## config.mk

```make
export PLATFORM = sky130hd
export DESIGN_NAME = npu_conv_sequencer
export DESIGN_NICKNAME = d
export VERILOG_FILES = /design/src/rtl/npu_seq_pkg.sv /design/src/rtl/npu_seq_tap_counter.sv /design/src/rtl/npu_conv_sequencer.sv
export SDC_FILE = /design/constraint.sdc
export NUM_CORES = 1
export LEC_CHECK = 0
export BUFFER_PORTS_ARGS = -buffer_cell sky130_fd_sc_hd__buf_2
export CORE_UTILIZATION = 35
export DETAILED_ROUTE_END_ITERATION = 7
export SLEW_MARGIN = 10
export SYNTH_ARGS = -nofsm -noshare
export SYNTH_HDL_FRONTEND = slang
export SYNTH_HIERARCHICAL = 1
export SYNTH_SLANG_ARGS = --single-unit
```

## constraint.sdc

```tcl
create_clock -name clk -period 3.5 [get_ports clk]
set_input_delay 0.175 -clock clk [delete_from_list [all_inputs] [get_ports clk]]
set_output_delay 0.175 -clock clk [all_outputs]
set_load 0.01 [all_outputs]
```

## src/rtl/npu_seq_pkg.sv

```systemverilog
// npu_seq_pkg: shared states, latched config and sizing helpers for the conv sequencer
package npu_seq_pkg;

    typedef enum logic [2:0] {IDLE, CLEAR, MAC, DRAIN, DONE} seq_state_e;

    typedef struct packed {
        logic bcast;
        logic pe_mode;
    } seq_cfg_t;

    function automatic int k2(input int k);
        return k * k;
    endfunction

    function automatic int sel_w(input int n);
        return n > 1 ? $clog2(n) : 1;
    endfunction

endpackage

```

## src/rtl/npu_seq_tap_counter.sv

```systemverilog
// npu_seq_tap_counter: loadable up/down counter used for the MAC tap index and the DRAIN countdown
module npu_seq_tap_counter #(
    parameter int W = 4
) (
    input  logic         clk,
    input  logic         rst_n,
    input  logic         load_i,
    input  logic [W-1:0] load_val_i,
    input  logic         en_i,
    input  logic         up_i,
    output logic [W-1:0] cnt_o,
    output logic [W-1:0] cnt_d_o
);

    logic [W-1:0] cnt_q, cnt_d;

    // a load takes priority over counting; the next value is exported so callers can register from it
    always_comb cnt_d = load_i ? load_val_i : !en_i ? cnt_q : up_i ? cnt_q + W'(1) : cnt_q - W'(1);

    // count register
    always_ff @(posedge clk or negedge rst_n)
        if (!rst_n) cnt_q <= '0;
        else        cnt_q <= cnt_d;

    assign cnt_o   = cnt_q;
    assign cnt_d_o = cnt_d;

endmodule

```

## src/rtl/npu_conv_sequencer.sv

```systemverilog
// npu_conv_sequencer: steps one K_SIZE x K_SIZE pass over the PE array; NPU_SEQ_PERF_EN adds a busy-cycle counter
module npu_conv_sequencer
    import npu_seq_pkg::*;
#(
    parameter int N               = 10,
    parameter int K_SIZE          = 3,
    parameter int PIPE_LAT        = 2,
    parameter int SEL_MUX_A_WIDTH = sel_w(k2(K_SIZE)),
    parameter int SEL_MUX_B_WIDTH = sel_w(2 * k2(K_SIZE))
`ifdef NPU_SEQ_PERF_EN
    , parameter int PERF_W        = 16
`endif
) (
    input  logic                       clk,
    input  logic                       rst_n,
    input  logic                       start,
    input  logic                       abort,
    input  logic                       cfg_bcast,
    input  logic                       cfg_acc_clear,
    input  logic                       cfg_pe_mode,
    input  logic [N-1:0]               cfg_pe_mask,
    output logic [N-1:0]               pe_en,
    output logic [N-1:0]               pe_mode_sel,
    output logic [N-1:0]               pe_reg_reset,
    output logic [SEL_MUX_A_WIDTH-1:0] pe_mux_a_sel,
    output logic [SEL_MUX_B_WIDTH-1:0] pe_mux_b_sel,
    output logic                       busy,
    output logic                       done
`ifdef NPU_SEQ_PERF_EN
    , output logic [PERF_W-1:0]        perf_cycles
`endif
);

    localparam int K2   = k2(K_SIZE);
    localparam int CMAX = K2 > PIPE_LAT ? K2 : PIPE_LAT;
    localparam int CW   = sel_w(CMAX);
    localparam logic [CW-1:0] LAST_TAP = CW'(K2 - 1);
    localparam logic [CW-1:0] DRAIN_LD = CW'(PIPE_LAT > 0 ? PIPE_LAT - 1 : 0);

    seq_state_e state_q, state_d;
    seq_cfg_t   cfg_q, cfg_d;
    logic [N-1:0] mask_q, mask_d;
    logic accept;
    logic [CW-1:0] cnt_q, cnt_d, cnt_val;
    logic cnt_load, cnt_en, cnt_up;
    logic [N-1:0] en_q, en_d, mode_q, mode_d, rst_q, rst_d;
    logic [SEL_MUX_A_WIDTH-1:0] a_q, a_d;
    logic [SEL_MUX_B_WIDTH-1:0] b_q, b_d;
    logic busy_q, busy_d, done_q, done_d, hold;

    npu_seq_tap_counter #(.W(CW)) u_tap_cnt (
        .clk       (clk),
        .rst_n     (rst_n),
        .load_i    (cnt_load),
        .load_val_i(cnt_val),
        .en_i      (cnt_en),
        .up_i      (cnt_up),
        .cnt_o     (cnt_q),
        .cnt_d_o   (cnt_d)
    );

    // next state, config capture and counter control; abort beats everything, start only counts in IDLE/DONE
    always_comb begin
        state_d = state_q;
        accept  = 1'b0;
        if (abort) state_d = IDLE;
        else case (state_q)
            IDLE, DONE: begin
                accept  = start;
                state_d = start ? (cfg_acc_clear ? CLEAR : MAC) : IDLE;
            end
            CLEAR: state_d = MAC;
            MAC:   if (cnt_q == LAST_TAP) state_d = (PIPE_LAT == 0) ? DONE : DRAIN;
            DRAIN: if (cnt_q == '0) state_d = DONE;
            default: state_d = IDLE;
        endcase
        cfg_d    = accept ? '{bcast: cfg_bcast, pe_mode: cfg_pe_mode} : cfg_q;
        mask_d   = accept ? cfg_pe_mask : mask_q;
        cnt_load = state_d != state_q;
        cnt_val  = state_d == DRAIN ? DRAIN_LD : '0;
        cnt_en   = state_q == MAC || state_q == DRAIN;
        cnt_up   = state_q == MAC;
    end

    // outputs are decoded from the next state so they can be registered without adding latency
    always_comb begin
        hold   = state_d == DRAIN || state_d == DONE;
        en_d   = state_d == MAC ? mask_d : '0;
        mode_d = state_d == MAC ? mask_d & {N{cfg_d.pe_mode}} : '0;
        rst_d  = state_d == CLEAR ? mask_d : '0;
        a_d    = state_d == MAC ? SEL_MUX_A_WIDTH'(cnt_d) : hold ? a_q : '0;
        b_d    = state_d == MAC ? SEL_MUX_B_WIDTH'(cnt_d) + (cfg_d.bcast ? SEL_MUX_B_WIDTH'(K2) : '0) : hold ? b_q : '0;
        busy_d = state_d != IDLE;
        done_d = state_d == DONE;
    end

    // state, latched config and output registers
    always_ff @(posedge clk or negedge rst_n)
        if (!rst_n) begin
            state_q <= IDLE;
            cfg_q   <= '0;
            mask_q  <= '0;
            en_q    <= '0;
            mode_q  <= '0;
            rst_q   <= '0;
            a_q     <= '0;
            b_q     <= '0;
            busy_q  <= 1'b0;
            done_q  <= 1'b0;
        end else begin
            state_q <= state_d;
            cfg_q   <= cfg_d;
            mask_q  <= mask_d;
            en_q    <= en_d;
            mode_q  <= mode_d;
            rst_q   <= rst_d;
            a_q     <= a_d;
            b_q     <= b_d;
            busy_q  <= busy_d;
            done_q  <= done_d;
        end

    assign pe_en        = en_q;
    assign pe_mode_sel  = mode_q;
    assign pe_reg_reset = rst_q;
    assign pe_mux_a_sel = a_q;
    assign pe_mux_b_sel = b_q;
    assign busy         = busy_q;
    assign done         = done_q;

`ifdef NPU_SEQ_PERF_EN
    logic [PERF_W-1:0] perf_q, perf_d;

    // the first busy cycle is counted on the accepting edge; counting stops once the pass returns to IDLE
    always_comb perf_d = accept ? PERF_W'(1) : (state_d != IDLE && perf_q != '1) ? perf_q + PERF_W'(1) : perf_q;

    // busy-cycle counter register
    always_ff @(posedge clk or negedge rst_n)
        if (!rst_n) perf_q <= '0;
        else        perf_q <= perf_d;

    assign perf_cycles = perf_q;
`endif

endmodule

```

# == Word-level counts from Yosys, hierarchy flattened ==
# Cells that the tools add are included.
# word_totals
regBits,60
inputBits,17
out_inout_bits,41
wordCells,55
# classes
n_addsub,3
eq_ne,11
mux,22
bitwise_logic,1
reduce_logical,6
# op_table
operator,count
10-bit two-way mux,4
4-bit two-way mux,6
"3-bit by 2-bit equality test with 1-bit output, second input constant",4
3-bit case mux with 4 select lines,1
10-bit AND,1
5-bit two-way mux,2
3-bit two-way mux,3
"3-bit by 1-bit equality test with 1-bit output, second input constant",2
"3-bit equality test, second input constant",2
2-bit two-way mux,3
4-bit by 4-bit adder with 5-bit output,1
"4-bit by 1-bit adder with 4-bit output, second input constant",1
"4-bit equality test, second input constant",1
4-bit logical NOT,1
"4-bit by 1-bit subtractor with 4-bit output, second input constant",1
3-bit logical NOT,1
1-bit two-way mux,3
3-bit inequality test,1
3-bit nonzero test,1
1-bit logical OR,2
"2-bit by 1-bit inequality test with 1-bit output, second input constant",1
2-bit OR reduction,1

# == Depth between registers and ports, before layout ==
# depth
ltp_word,9
ltp_mapped,13
mapped_depth_nobuf,11

# == Modules after synthesis ==
# The synthesis kept the hierarchy.
# modules_own_cells
mod,n_inst,cells_each,area_per_inst_um2,seq_area_each_um2
npu_conv_sequencer,1,174,2229.6,1401.3
npu_seq_tap_counter,1,32,311.5,100.1

# == Worst setup path after synthesis ==
# OpenSTA, ideal clock, no wires.
# synth_timing
path_kind,flip-flop to flip-flop
startpoint,"reg u_tap_cnt.cnt_q[0], in the netlist u_tap_cnt/cnt_o[0]"
endpoint,"reg b_q[3], in the netlist pe_mux_b_sel[3]"
setup_time_ns,0.121
arrival_ns,2.858
required_ns,3.379
path_slack_ns,0.521
stages_incl_launch_ff,12
path_buffers,0
synth_period_minus_slack_ns,2.979
cell_sequence,dfrtp_1 -> nor3_1 -> mux2i_1 -> o21ai_1 -> nor3b_1 -> o21ai_0 -> or4b_1 -> a221o_1 -> nand3_1 -> ha_1 -> xnor2_1 -> a22o_1
# synth_via
elab_cells_between_ends,20
cone_classes,add/sub (3); eq/ne (6); mux (9); reduce/logical (2)
# synth_lines
element,line_no,text
from (decl),npu_seq_tap_counter.sv:15,"logic [W-1:0] cnt_q, cnt_d;"
from (signal assigned),npu_seq_tap_counter.sv:23,else cnt_q <= cnt_d;
4-bit equality test or 4-bit logical NOT (tied branches),"npu_conv_sequencer.sv:73, npu_conv_sequencer.sv:74",
"3-bit two-way mux, on equally long branches","npu_conv_sequencer.sv:73, npu_conv_sequencer.sv:74",
3-bit case mux with 4 select lines (*),npu_conv_sequencer.sv:67,else case (state_q)
3-bit two-way mux (*),npu_conv_sequencer.sv:66,if (abort) state_d = IDLE;
3-bit inequality test (*),npu_conv_sequencer.sv:79,cnt_load = state_d != state_q;
named net cnt_load,npu_conv_sequencer.sv:45,"logic cnt_load, cnt_en, cnt_up;"
4-bit two-way mux (*),npu_seq_tap_counter.sv:18,always_comb cnt_d = load_i ? load_val_i : !en_i ? cnt_q : up_i ? cnt_q + W'(1) : cnt_q - W'(1);
named net cnt_d[3],npu_conv_sequencer.sv:44,"logic [CW-1:0] cnt_q, cnt_d, cnt_val;"
4-bit by 4-bit adder with 5-bit output (*),npu_conv_sequencer.sv:92,b_d = state_d == MAC ? SEL_MUX_B_WIDTH'(cnt_d) + (cfg_d.bcast ? SEL_MUX_B_WIDTH'(K2) : '0) : hold ? b_q : '0;
5-bit two-way mux (*),npu_conv_sequencer.sv:92,
to (signal assigned),npu_conv_sequencer.sv:107,b_q <= '0;
to (signal assigned),npu_conv_sequencer.sv:118,b_q <= b_d;
to (decl),npu_conv_sequencer.sv:48,"logic [SEL_MUX_B_WIDTH-1:0] b_q, b_d;"
# The timed path passes the listed nets; every way through them passes the cells marked *.
# A chain may end at the register's enable or synchronous reset.

# == Worst setup path after layout ==
# layout_timing
startpoint,"reg u_tap_cnt.cnt_q[1], in the netlist u_tap_cnt/cnt_o[1]"
endpoint,"reg b_q[3], in the netlist pe_mux_b_sel[3]"
# The elaborated chain is that of the path after synthesis.

==> results.md <==
- The flow ran to the end, and the final reports show no timing, DRC or antenna violations.
- In this run the power density over the cells is 735.4 nW/um^2.
- For this run, the detailed router's first-pass iteration total came to 4.
- The worst max-slew margin expressed relative to the limit is between 50% and 60%.
- The post-route worst setup slack is roughly 0.28 ns.
- After layout, the minimum clock period comes to around 3.2 ns.
- The core outline area is ~6900 um^2.
- At the placement stage, the worst setup path has a slack of approximately 0.15 ns.
- The maximum level of the CTS H-tree is 3.
- The via count of the first global-routing pass came to roughly 1700.
- In this run, CTS created clock tree buffers numbering 9.
- The worst clock skew is 0.01181 ns.
- Once detail routing completed, the nets flagged for antenna violations numbered 0.
- The slowest stage of the critical path is the sky130_fd_sc_hd__or4b_1 cell.
- The first routing iteration left 40 violations.
- The critical path goes through nor3_2 -> mux2i_1 -> o21ai_1 -> nor3b_1 -> o21ai_1 -> or4b_1 -> a221o_1 -> nand3_1 -> ha_1 -> xnor2_1 -> a22o_1.
- The count of input and output buffers is 57.
- The library cell appearing most often on the critical path is sky130_fd_sc_hd__o21ai_1.
- Of all nets on the critical path, the largest fanout is 8.
- The proportion of netlist area held by the largest area contributor is between 50% and 60%.
- The fraction of synthesis flops using an asynchronous set or reset pin is 100.0%.
- The clock transition at the register clock pins on the worst setup and hold paths after CTS is roughly 0.070 ns.
- The die is between 80 and 90 um tall.
- At the end of routability-driven placement, the weighted congestion stood at between 0.8 and 0.9.
- The proportion of synthesized chip area in sequential cells is between 50% and 60%.
- The post-detailed-routing wire length is ~5300 um.
- The setup total negative slack is 0 ns.
- The root buffer cell chosen for the clock tree is sky130_fd_sc_hd__clkbuf_8.
- The area of all placed cells without fillers is about 3200 um^2.
- The share of the core filled with cells is approximately 47%.
- After detailed routing, the number of remaining DRC violations is 0.
- The number of distinct library cells after synthesis is 47.
- The critical path is of the flip-flop to flip-flop type.
- The hold violation count in the final report was 0.
- Sorting the synthesized cells by area gives the leading types as sky130_fd_sc_hd__dfrtp_1 59%, sky130_fd_sc_hd__mux2i_1 5.1%, sky130_fd_sc_hd__nor2_1 3.8%.
- Yosys printed 6 warnings.
- Data on the critical path arrives at its endpoint at roughly 3.4 ns.
- The total of flip-flops plus latches after synthesis is 60.
- The first global-routing pass estimated roughly 8400 um of wire.
- The average instance in the mapped netlist occupies ~12 um^2.
- The number of maximum-capacitance constraint violations is 0.
- The worst setup path is captured at a flip-flop.
- The number of vias in the routed layout is ~1700.
- The kind of start point of the critical path is a flip-flop.
- The analysis attributes to cell leakage a power of 1.716 nW.
- The antenna diode count is 0.
- The later-pin clock latency in the skew report is 0.33 ns.
- Entering global routing, the biggest net connects 35 pins.
- The clock tree from TritonCTS is built.
- The final-report setup violation count is 0.
- Dividing the detail-routed wire length by the instance count gives 13.81 um.
- The worst hold path startpoint is cfg_pe_mode.
- The worst reg2reg path startpoint is u_tap_cnt/cnt_o[1].
- The clock tree buffer depth is 2.
- The count of flip-flops with a built-in enable after synthesis is 0.
- The initialized floorplan defines 30 standard-cell rows.
- The layout filler cell count is ~670.
- Grouping stages by cell kind, the critical path spends the most delay in simple AND/OR/NAND/NOR gates.
- In the global route stage, overall resource usage came out at between 10% and 20%.
- The die is a little under 90 um wide.
- The net count of the finished layout is roughly 300.
- The delay of the slowest cell on the worst path is ~0.58 ns.
- The slew at the pin closest to its max-slew limit is roughly 0.73 ns.
- The most numerous cell in the Yosys netlist is sky130_fd_sc_hd__dfrtp_1.
- The synthesized instance count is a little over 200.
- For this design the top-level I/O count stands at 58.
- The leftover overflow at the end of global routing is 0.
- The area growth from synthesis to layout is 27.03%.
- The detailed-placement wirelength estimate is around 3800 um.
- The most used flip-flop cell after synthesis is sky130_fd_sc_hd__dfrtp_1.
- The synthesized design spends more area on one cell type than any other, namely sky130_fd_sc_hd__dfrtp_1.
- The design draws 2.374 mW.
- The post-placement cell area is ~3000 um^2.
- The synthesized netlist occupies a cell area of approximately 2500 um^2.
- After detailed routing, the number of vias per cell comes to around 4.6.
- The final-report max-slew violation count was 0.
- Cells with a size suffix above 1 make up a little under two fifths of the layout.
- The number of buffers and inverters on the critical path is 0.
- The maximum achievable frequency is roughly 310 MHz.
- For this design, the sink count on the clock tree is 60.
- The initial antenna violation count was 0.
- Setup repair after global routing left no endpoint under its margin.
- Tracing the worst setup path back leads to its startpoint at u_tap_cnt/cnt_o[1].
- The area of the die is around 7600 um^2.
- Once the floorplan was initialized, standard cells occupied a little under two fifths of the core.
- The maximum VDD drop is approximately 0.47 mV.
- In the synthesized netlist, the cells that appear most often are 60 x sky130_fd_sc_hd__dfrtp_1, 26 x sky130_fd_sc_hd__nor2_1, 18 x sky130_fd_sc_hd__inv_1.
- In this run the worst hold path is classified as primary input to flip-flop.
- The final clock period utilization by the worst path is between 90% and 100%.
- The data required time at the worst endpoint is approximately 3.7 ns.
-- state kept, by name, indices dropped and copies added (netlist names) --
| name | cells |
|---|---|
| pe_en | 10 |
| cfg_q | 2 |
| pe_mux_b_sel | 5 |
| done | 1 |
| busy | 1 |
| pe_reg_reset | 10 |
| u_tap_cnt/cnt_o | 4 |
| pe_mux_a_sel | 4 |
| pe_mode_sel | 10 |
| state_q | 3 |
| mask_q | 10 |
-- final cells by class --
type	instances	area, um^2	share of cell area [%]
clock inverters	7	115.1	3.566
flip-flops and latches	60	1501	46.51
clock buffers	9	123.9	3.837
multi-input cells	122	922.1	28.57
inverters	18	67.56	2.093
well taps	96	120.1	3.721
repair buffers	69	377.9	11.71
-- kinds of logic after synthesis --
family | count (synthesis) | share of synthesized area, %
flip-flops | 60 | 59.08
XOR/XNOR | 5 | 1.724
adder cells (fa/ha/maj) | 6 | 3.250
buffers and inverters | 26 | 5.120
multiplexers | 15 | 6.007
other | 1 | 0.1476
AND/OR/NAND/NOR | 65 | 15.75
AO/OA/AOI/OAI | 28 | 8.913
-- path summary, 6_finish.rpt --
path,to,slack (ns),cells past startpoint
setup / recovery,pe_mux_b_sel[3],0.28,11
hold / removal,cfg_q[0],0.13,2
setup reg to reg,pe_mux_b_sel[3],0.28,11
hold reg to reg,pe_mux_b_sel[2],0.50,1
max in group asynchronous,u_tap_cnt/cnt_o[1],2.32,3
min in group asynchronous,pe_mode_sel[4],0.45,2
-- per-stage QoR --
step                instances  hold WS, ns
floorplan                 208      -0.1206
global route              381       0.1152
CTS                       381       0.1070
detailed placement        364       0.2684
finish                    381       0.1277
global placement          364       0.2672
-- report_power, final --
part | internal, mW | leakage (nW) | switching, mW
Sequential | 0.830 | 0.794 | 0.0807
Combinational | 0.307 | 0.807 | 0.418
Clock | 0.470 | 0.115 | 0.269
-- layer usage --
layer	global-route usage, %	up-vias	share of wire [%]
li1	-	841	-
met1	19.45	850	47
met2	23.48	42	47
met3	4.171	6	4.2
met4	7.004	0	1.5
met5	0	-	0
-- worst register-to-register path, delay by kind of cell (launching register included) --
family | cells | cell delay (ns)
AO/OA/AOI/OAI | 4 | 0.92
adder cells (fa/ha/maj) | 1 | 0.27
XOR/XNOR | 1 | 0.13
multiplexers | 1 | 0.13
flip-flops | 1 | 0.44
AND/OR/NAND/NOR | 4 | 1.22
-- what timing repair did --
item                       4_1_cts  5_1_grt
hold endpoints to repair        32        0
hold buffers                     1        0
buffers inserted                 0        0
resized for setup                0        2
setup endpoints to repair        0        3
-- cell usage in the layout (no fill, tap or decap), types with 4 or more instances in the layout --
| master | count |
|---|---|
| sky130_fd_sc_hd__nor2_2 | 9 |
| sky130_fd_sc_hd__ha_1 | 5 |
| sky130_fd_sc_hd__nand3_1 | 5 |
| sky130_fd_sc_hd__mux2i_1 | 13 |
| sky130_fd_sc_hd__dfrtp_1 | 60 |
| sky130_fd_sc_hd__inv_1 | 18 |
| sky130_fd_sc_hd__buf_2 | 57 |
| sky130_fd_sc_hd__nor2_1 | 26 |
| sky130_fd_sc_hd__clkbuf_8 | 9 |
| sky130_fd_sc_hd__buf_4 | 11 |
| sky130_fd_sc_hd__a22o_1 | 8 |
| sky130_fd_sc_hd__nand2_1 | 4 |
No activity file was read; power rests on OpenSTA's default activity.
